**config.mk**
```make
export PLATFORM = sky130hd
export DESIGN_NAME = control_sequencer
export DESIGN_NICKNAME = d
export VERILOG_FILES = /design/src/rtl/cpu_ctrl_pkg.sv /design/src/rtl/ctrl_decode.sv /design/src/rtl/control_sequencer.sv
export SDC_FILE = /design/constraint.sdc
export NUM_CORES = 1
export LEC_CHECK = 0
export BUFFER_PORTS_ARGS = -buffer_cell sky130_fd_sc_hd__buf_2
export CORE_ASPECT_RATIO = 1.75
export CORE_MARGIN = 5
export CORE_UTILIZATION = 40
export CTS_BUF_LIST = sky130_fd_sc_hd__clkbuf_4
export DETAILED_ROUTE_END_ITERATION = 12
export PLACE_DENSITY = 0.78
export SLEW_MARGIN = 20
export SYNTH_ARGS = -nofsm -noshare
export SYNTH_HDL_FRONTEND = slang
export SYNTH_SLANG_ARGS = --single-unit
```
**constraint.sdc**
```tcl
create_clock -name clk -period 2.1 [get_ports clk]
set_clock_uncertainty 0.15 [all_clocks]
set_input_delay 0.21 -clock clk [delete_from_list [all_inputs] [get_ports clk]]
set_output_delay 0.21 -clock clk [all_outputs]
set_load 0.05 [all_outputs]
```
**src/rtl/cpu_ctrl_pkg.sv**
```systemverilog
// Shared constants for the hardwired control sequencer:
// control-bus bit indices, opcodes, state encodings and class helpers.
package cpu_ctrl_pkg;

    localparam int CTRL_W = 28;

    localparam int C_READ      = 0;
    localparam int C_WRITE     = 1;
    localparam int C_BAOUT     = 2;
    localparam int C_RIN       = 3;
    localparam int C_ROUT      = 4;
    localparam int C_GRA       = 5;
    localparam int C_GRB       = 6;
    localparam int C_GRC       = 7;
    localparam int C_CONN_IN   = 8;
    localparam int C_MARIN     = 9;
    localparam int C_MDRIN     = 10;
    localparam int C_HIIN      = 11;
    localparam int C_LOIN      = 12;
    localparam int C_YIN       = 13;
    localparam int C_ZIN       = 14;
    localparam int C_PCIN      = 15;
    localparam int C_IRIN      = 16;
    localparam int C_INCPC     = 17;
    localparam int C_INPORTIN  = 18;
    localparam int C_OUTPORTIN = 19;
    localparam int C_HIOUT     = 20;
    localparam int C_LOOUT     = 21;
    localparam int C_ZHIGHOUT  = 22;
    localparam int C_ZLOWOUT   = 23;
    localparam int C_MDROUT    = 24;
    localparam int C_PCOUT     = 25;
    localparam int C_INPORTOUT = 26;
    localparam int C_COUT      = 27;

    localparam logic [4:0] OP_NOP     = 5'b00000;
    localparam logic [4:0] OP_ADD     = 5'b00001;
    localparam logic [4:0] OP_SUB     = 5'b00010;
    localparam logic [4:0] OP_MUL     = 5'b00011;
    localparam logic [4:0] OP_DIV     = 5'b00100;
    localparam logic [4:0] OP_LOG_NOT = 5'b01111;
    localparam logic [4:0] OP_LD      = 5'b10000;
    localparam logic [4:0] OP_LDI     = 5'b10001;
    localparam logic [4:0] OP_ST      = 5'b10010;
    localparam logic [4:0] OP_HALT    = 5'b11011;

    localparam logic [3:0] S_IDLE  = 4'd0;
    localparam logic [3:0] S_T0    = 4'd1;
    localparam logic [3:0] S_T1    = 4'd2;
    localparam logic [3:0] S_T2    = 4'd3;
    localparam logic [3:0] S_T3    = 4'd4;
    localparam logic [3:0] S_T4    = 4'd5;
    localparam logic [3:0] S_T5    = 4'd6;
    localparam logic [3:0] S_T6    = 4'd7;
    localparam logic [3:0] S_T7    = 4'd8;
    localparam logic [3:0] S_HALT  = 4'd9;
    localparam logic [3:0] S_FAULT = 4'd10;

    function automatic logic op_is_alu(input logic [4:0] op);
        return (op >= OP_ADD) && (op <= OP_LOG_NOT);
    endfunction

    function automatic logic op_legal(input logic [4:0] op);
        return op_is_alu(op) || (op == OP_LD) || (op == OP_LDI) || (op == OP_ST);
    endfunction

    // Steps that touch memory and are stretched by the wait counter.
    function automatic logic is_mem_step(input logic [3:0] s, input logic [4:0] op);
        return (s == S_T1) || (s == S_T6 && op == OP_LD) || (s == S_T7 && op == OP_ST);
    endfunction

endpackage

```
**src/rtl/ctrl_decode.sv**
```systemverilog
// Combinational map of (state, latched opcode) to control strobes,
// ALU opcode, done, final-step and memory-step flags.
module ctrl_decode
    import cpu_ctrl_pkg::*;
(
    input  logic [3:0]        i_state,
    input  logic [4:0]        i_opc,
    output logic [CTRL_W-1:0] o_ctrl,
    output logic [4:0]        o_alu_op,
    output logic              o_done,
    output logic              o_last,
    output logic              o_mem
);

    logic w_ld;
    logic w_ldi;
    logic w_st;
    logic w_addr;
    logic w_md;

    assign w_ld   = (i_opc == OP_LD);
    assign w_ldi  = (i_opc == OP_LDI);
    assign w_st   = (i_opc == OP_ST);
    assign w_addr = w_ld || w_ldi || w_st;
    assign w_md   = (i_opc == OP_MUL) || (i_opc == OP_DIV);
    assign o_mem  = is_mem_step(i_state, i_opc);

    always_comb begin
        o_ctrl   = '0;
        o_alu_op = OP_NOP;
        o_done   = 1'b0;
        o_last   = 1'b0;
        case (i_state)
            S_T0: begin
                o_ctrl[C_PCOUT] = 1'b1;
                o_ctrl[C_MARIN] = 1'b1;
                o_ctrl[C_INCPC] = 1'b1;
                o_ctrl[C_ZIN]   = 1'b1;
            end
            S_T1: begin
                o_ctrl[C_ZLOWOUT] = 1'b1;
                o_ctrl[C_PCIN]    = 1'b1;
                o_ctrl[C_READ]    = 1'b1;
                o_ctrl[C_MDRIN]   = 1'b1;
            end
            S_T2: begin
                o_ctrl[C_MDROUT] = 1'b1;
                o_ctrl[C_IRIN]   = 1'b1;
            end
            S_T3: begin
                o_ctrl[C_GRB] = 1'b1;
                o_ctrl[C_YIN] = 1'b1;
                if (w_addr) o_ctrl[C_BAOUT] = 1'b1;
                else        o_ctrl[C_ROUT]  = 1'b1;
            end
            S_T4: begin
                o_ctrl[C_ZIN] = 1'b1;
                if (w_addr) begin
                    o_ctrl[C_COUT] = 1'b1;
                    o_alu_op       = OP_ADD;
                end else begin
                    o_ctrl[C_GRC]  = 1'b1;
                    o_ctrl[C_ROUT] = 1'b1;
                    o_alu_op       = i_opc;
                end
            end
            S_T5: begin
                o_ctrl[C_ZLOWOUT] = 1'b1;
                unique case (1'b1)
                    w_ld, w_st: o_ctrl[C_MARIN] = 1'b1;
                    w_md:       o_ctrl[C_LOIN]  = 1'b1;
                    default: begin
                        o_ctrl[C_GRA] = 1'b1;
                        o_ctrl[C_RIN] = 1'b1;
                        o_done        = 1'b1;
                        o_last        = 1'b1;
                    end
                endcase
            end
            S_T6: begin
                unique case (1'b1)
                    w_ld: begin
                        o_ctrl[C_READ]  = 1'b1;
                        o_ctrl[C_MDRIN] = 1'b1;
                    end
                    w_st: begin
                        o_ctrl[C_GRA]   = 1'b1;
                        o_ctrl[C_ROUT]  = 1'b1;
                        o_ctrl[C_MDRIN] = 1'b1;
                    end
                    default: begin
                        o_ctrl[C_ZHIGHOUT] = 1'b1;
                        o_ctrl[C_HIIN]     = 1'b1;
                        o_done             = 1'b1;
                        o_last             = 1'b1;
                    end
                endcase
            end
            S_T7: begin
                o_done = 1'b1;
                o_last = 1'b1;
                if (w_st) begin
                    o_ctrl[C_WRITE] = 1'b1;
                end else begin
                    o_ctrl[C_MDROUT] = 1'b1;
                    o_ctrl[C_GRA]    = 1'b1;
                    o_ctrl[C_RIN]    = 1'b1;
                end
            end
            default: ;
        endcase
    end

endmodule

```
**src/rtl/control_sequencer.sv**
```systemverilog
// Hardwired T0..T7 control sequencer with memory wait-stretching.
// Optional single-step gating via CTRL_SINGLE_STEP_EN.
module control_sequencer
    import cpu_ctrl_pkg::*;
#(
    parameter int MEM_WAIT = 0
) (
    input  logic              clk,
    input  logic              clr,
    input  logic              run,
`ifdef CTRL_SINGLE_STEP_EN
    input  logic              step,
`endif
    input  logic [31:0]       ir_q,
    output logic [CTRL_W-1:0] ctrl,
    output logic [4:0]        alu_op,
    output logic [3:0]        step_q,
    output logic              done,
    output logic              fault,
    output logic              halted
);

    logic [3:0] r_state;
    logic [3:0] r_wait;
    logic [4:0] r_opc;
    logic [3:0] w_next;
    logic [4:0] w_ir_op;
    logic       w_adv;
    logic       w_hold;
    logic       w_mem;
    logic       w_last;
    logic       w_done_raw;
    logic       w_unused;

    assign w_ir_op  = ir_q[31:27];
    assign w_unused = ^ir_q[26:0];

`ifdef CTRL_SINGLE_STEP_EN
    assign w_adv = step;
`else
    assign w_adv = 1'b1;
`endif

    ctrl_decode u_dec (
        .i_state  (r_state),
        .i_opc    (r_opc),
        .o_ctrl   (ctrl),
        .o_alu_op (alu_op),
        .o_done   (w_done_raw),
        .o_last   (w_last),
        .o_mem    (w_mem)
    );

    assign w_hold = w_mem && (r_wait != 4'd0);
    assign done   = w_done_raw && !w_hold;
    assign step_q = r_state;
    assign fault  = (r_state == S_FAULT);
    assign halted = (r_state == S_HALT);

    always_comb begin
        w_next = r_state;
        if (w_adv && !w_hold) begin
            case (r_state)
                S_IDLE: if (run) w_next = S_T0;
                S_T2: begin
                    if (w_ir_op == OP_HALT)     w_next = S_HALT;
                    else if (!op_legal(w_ir_op)) w_next = S_FAULT;
                    else                         w_next = S_T3;
                end
                S_HALT, S_FAULT: w_next = r_state;
                default: begin
                    if (w_last) w_next = run ? S_T0 : S_IDLE;
                    else        w_next = r_state + 4'd1;
                end
            endcase
        end
    end

    // Counter reloads on every advance so each memory step starts full.
    always_ff @(posedge clk or posedge clr) begin
        if (clr) begin
            r_state <= S_IDLE;
            r_wait  <= 4'd0;
            r_opc   <= OP_NOP;
        end else begin
            r_state <= w_next;
            if (w_adv) begin
                if (w_hold) r_wait <= r_wait - 4'd1;
                else        r_wait <= 4'(MEM_WAIT);
            end
            if (r_state == S_T2 && w_adv) r_opc <= w_ir_op;
        end
    end

endmodule

```
==> flow_metrics.tcl <==
set metrics [dict create \
    multiInputGateArea_um2 1030 \
    wl_met2_mm 2.37 \
    p_leak_nw 1.01 \
    drt-pass1-iter-count 4 \
    hold_slack_ns 0.0297 \
    dpl.hpwl_mm 3.02 \
    antenna_violating_nets_post_route 0 \
    syn_area_um2 1250 \
    fp-row-count 27 \
    syn-mean-instance-area_um2 7.54 \
    clock_path_buffers 2 \
    area_growth_pct 63.6 \
    dpl.cell_count 265 \
    startpoint_type_of_the_worst_setup_path "flop" \
    yosysUniqueCellTypes 45 \
    timing.reg2reg.worst_path_depth 7 \
    first_iteration_detailed_routing_drc_count 48 \
    total_power_mw 3.46 \
    run_status "complete, but fails checks" \
    worstSetupEndpointType "output port" \
    setup_total_negative_slack_ns -0.354 \
    routed_wirelength_mm 4.18 \
    clock_insertion_delay_worst_skew_ns 0.29 \
    postSynthRegisterBits 13 \
    setup_violations 6 \
    max-slew-margin-rel_pct 63.1 \
    holdCritPathClass "input pin to flop" \
    post-route-min-period_ns 2.23 \
    die_w_um 52.3 \
    rsz_0062_raised_after_global_routing "yes" \
    synthCells 166 \
    worst_r2r_end "step_q[0]$_DFFE_PP0P_" \
    stdcell_count 279 \
    routed-via-count 1463 \
    period_share_pct 106 \
    layout.cells.most_common_list "buf_4, buf_2, nand2_1, nor2_1, buf_6" \
    diodes 0 \
    crit_required_ns 1.74 \
    grt_util_all_layers_pct 19.0 \
    drt-vias-per-instance 5.24 \
    tritoncts "built" \
    max_freq_mhz 448 \
    final_nets 277 \
    drc 0 \
    place.gp.congestion 0.859 \
    buffer_ports.inserted 41 \
    initial_utilization_pct 40.7 \
    initial_antenna_violation_count 0 \
    wirelength_met1_mm 1.46 \
    top_metal_layer_carrying_routed_signals "met4" \
    floorplan.die.height_um 84.0 \
    seq_area_um2 333 \
    most_common_cell_after_layout_fill_and_taps_aside "buf_4" \
    worst_ep_arrival_time_ns 1.87 \
    hold_viol 0 \
    coreArea_um2 3070 \
    layout-drive-gt1-share_pct 56.4 \
    synth-seq-area-share_pct 26.0 \
    post-route-worst-setup-slack_ns -0.132 \
    critPathMaxFanout 5 \
    routed_wire_length_on_met3_um 272 \
    peakVddDrop_v 0.000884 \
    failed_checks "negative setup slack" \
    critical_path.startpoint "r_opc[1]$_DFFE_PP0P_" \
    clock_tree.root_cell "clkbuf_4" \
    r2r_slack_ns 0.06 \
    nFillCells 244 \
    tritoncts.num_buffers 3 \
    max_slew.worst_pin.slew_ns 0.553 \
    r2r_start "step_q[0]$_DFFE_PP0P_" \
    setup.worst_path.end "done" \
    via_count_of_the_first_global_routing_pass 1439 \
    cellPowerDensity_nw_per_um2 1690 \
    first_pass_grt_wire_length_mm 6.53 \
    floorplan_die_area_um2 4390 \
    clkSinkCount 13 \
    number_of_warnings_printed_during_yosys_synthesis 0 \
    htreeDepth 1 \
    gr_overflow_total 0 \
    final-max-slew-violation-count 0 \
    largest_net_degree_at_the_start_of_global_routing 14 \
    clk_pin_slew_worst_paths_ns 0.09 \
    top_level_ports 75 \
    critPathKind "flop to output port" \
    routed_wire_length_per_instance_um 15.0 \
    max-cap-violations 0 \
]
## report_power, final
group | total [mW] | switching [mW] | internal (mW)
Combinational | 2.77 | 1.68 | 1.09
Clock | 0.181 | 0.0938 | 0.0868
Sequential | 0.511 | 0.156 | 0.354
## kinds of logic (layout without fill, tap and decap cells)
kind of cell | count (synthesis) | count (layout) | synth area share, %
simple gates | 86 | 86 | 37.5
flops | 13 | 13 | 26.0
buf+inv | 25 | 90 | 11.2
xor+xnor | 2 | 2 | 1.40
fa+ha+maj | 5 | 5 | 5.00
other cells | 1 | 6 | 0.299
compound gates | 31 | 31 | 16.3
mux | 3 | 3 | 2.40
## flip-flops by register name, summed over array words and instances, names as in the netlist
register / cells
r_opc: 5
step_q: 4
r_wait: 4
## layout make-up
class / instances / area share (%)
timing repair buffer: 76 / 27.4
clock buffer: 4 / 1.47
sequential: 13 / 16.2
multi-input combinational: 133 / 50.2
tap: 43 / 2.63
inverter: 10 / 2.08
## synth_stat cells (all sizes together)
cell type	instances	share of area, %
mux2i	3	2.4
ha	5	5.0
o211ai	1	0.60
o2111ai	1	0.70
nor4b	2	2.6
a211oi	1	0.60
nor3b	4	2.8
a21oi	8	3.2
and3	5	2.5
nor2	20	6.0
buf	12	7.3
a21o	2	1.2
nand3b	1	0.60
or4b	1	0.80
nand3	6	2.4
nand2	25	7.5
clkbuf	3	0.90
o21bai	1	0.60
nand4	1	0.50
a22oi	1	0.60
dfrtp	13	26
and3b	2	1.4
a31oi	2	1.0
conb	1	0.30
o21ba	1	0.80
nand2b	2	1.0
o221ai	1	1.2
o21ai	9	3.6
or2	1	0.50
nand4bb	1	0.90
or3b	2	1.6
o22a	1	0.70
a311o	1	0.80
and2	6	3.0
a32oi	1	0.70
nor3	2	0.80
or4	1	0.60
nor2b	4	2.0
inv	10	3.0
xnor2	2	1.4
## worst max-delay path, stage by stage (launching register included)
cell     delay [ns]
dfrtp_1        0.45
and3b_1        0.22
o21ai_1        0.34
a31oi_4        0.14
buf_4          0.16
a21oi_4        0.10
buf_6          0.17
## routing by layer
layer / GRT usage [%] / vias up
met3: 1.79 / 9
met5: 0 / -
met1: 19.8 / 701
met4: 7.44 / 0
met2: 36.3 / 54
li1: - / 699
## how the worst min path moves through the flow
stage	start	to	slack, ns	cells past startpoint
2_1_floorplan	clr	r_opc[0]$_DFFE_PP0P_	-0.06	1
3_3_place_gp	clr	r_wait[0]$_DFF_PP0_	0.12	2
3_5_place_dp	clr	r_wait[1]$_DFF_PP0_	0.13	2
4_1_cts	ir_q[28]	r_opc[1]$_DFFE_PP0P_	0.03	3
5_1_grt	ir_q[30]	r_opc[3]$_DFFE_PP0P_	0.05	3
6_report	ir_q[28]	r_opc[1]$_DFFE_PP0P_	0.03	3
## per-stage QoR
| stage | worst slack (ns) | utilization (%) | area [um2] |
|---|---|---|---|
| 2_1_floorplan | -0.0657 | - | 1360 |
| 3_3_place_gp | 0.0235 | 55.3 | 1700 |
| 3_5_place_dp | -0.0209 | 55.3 | 1700 |
| 4_1_cts | -0.0773 | 61.5 | 1890 |
| 5_1_grt | -0.201 | 66.7 | 2050 |
| 6_report | -0.132 | 66.7 | 2050 |
## what timing repair did
item                       4_1_cts  5_1_grt
hold buffers                     1        0
setup buffers                    3        6
pin swaps                        2        5
resized for setup               41       33
hold endpoints to repair        13        0
setup endpoints to repair       18       21
Power figures use the tool's default switching activity.
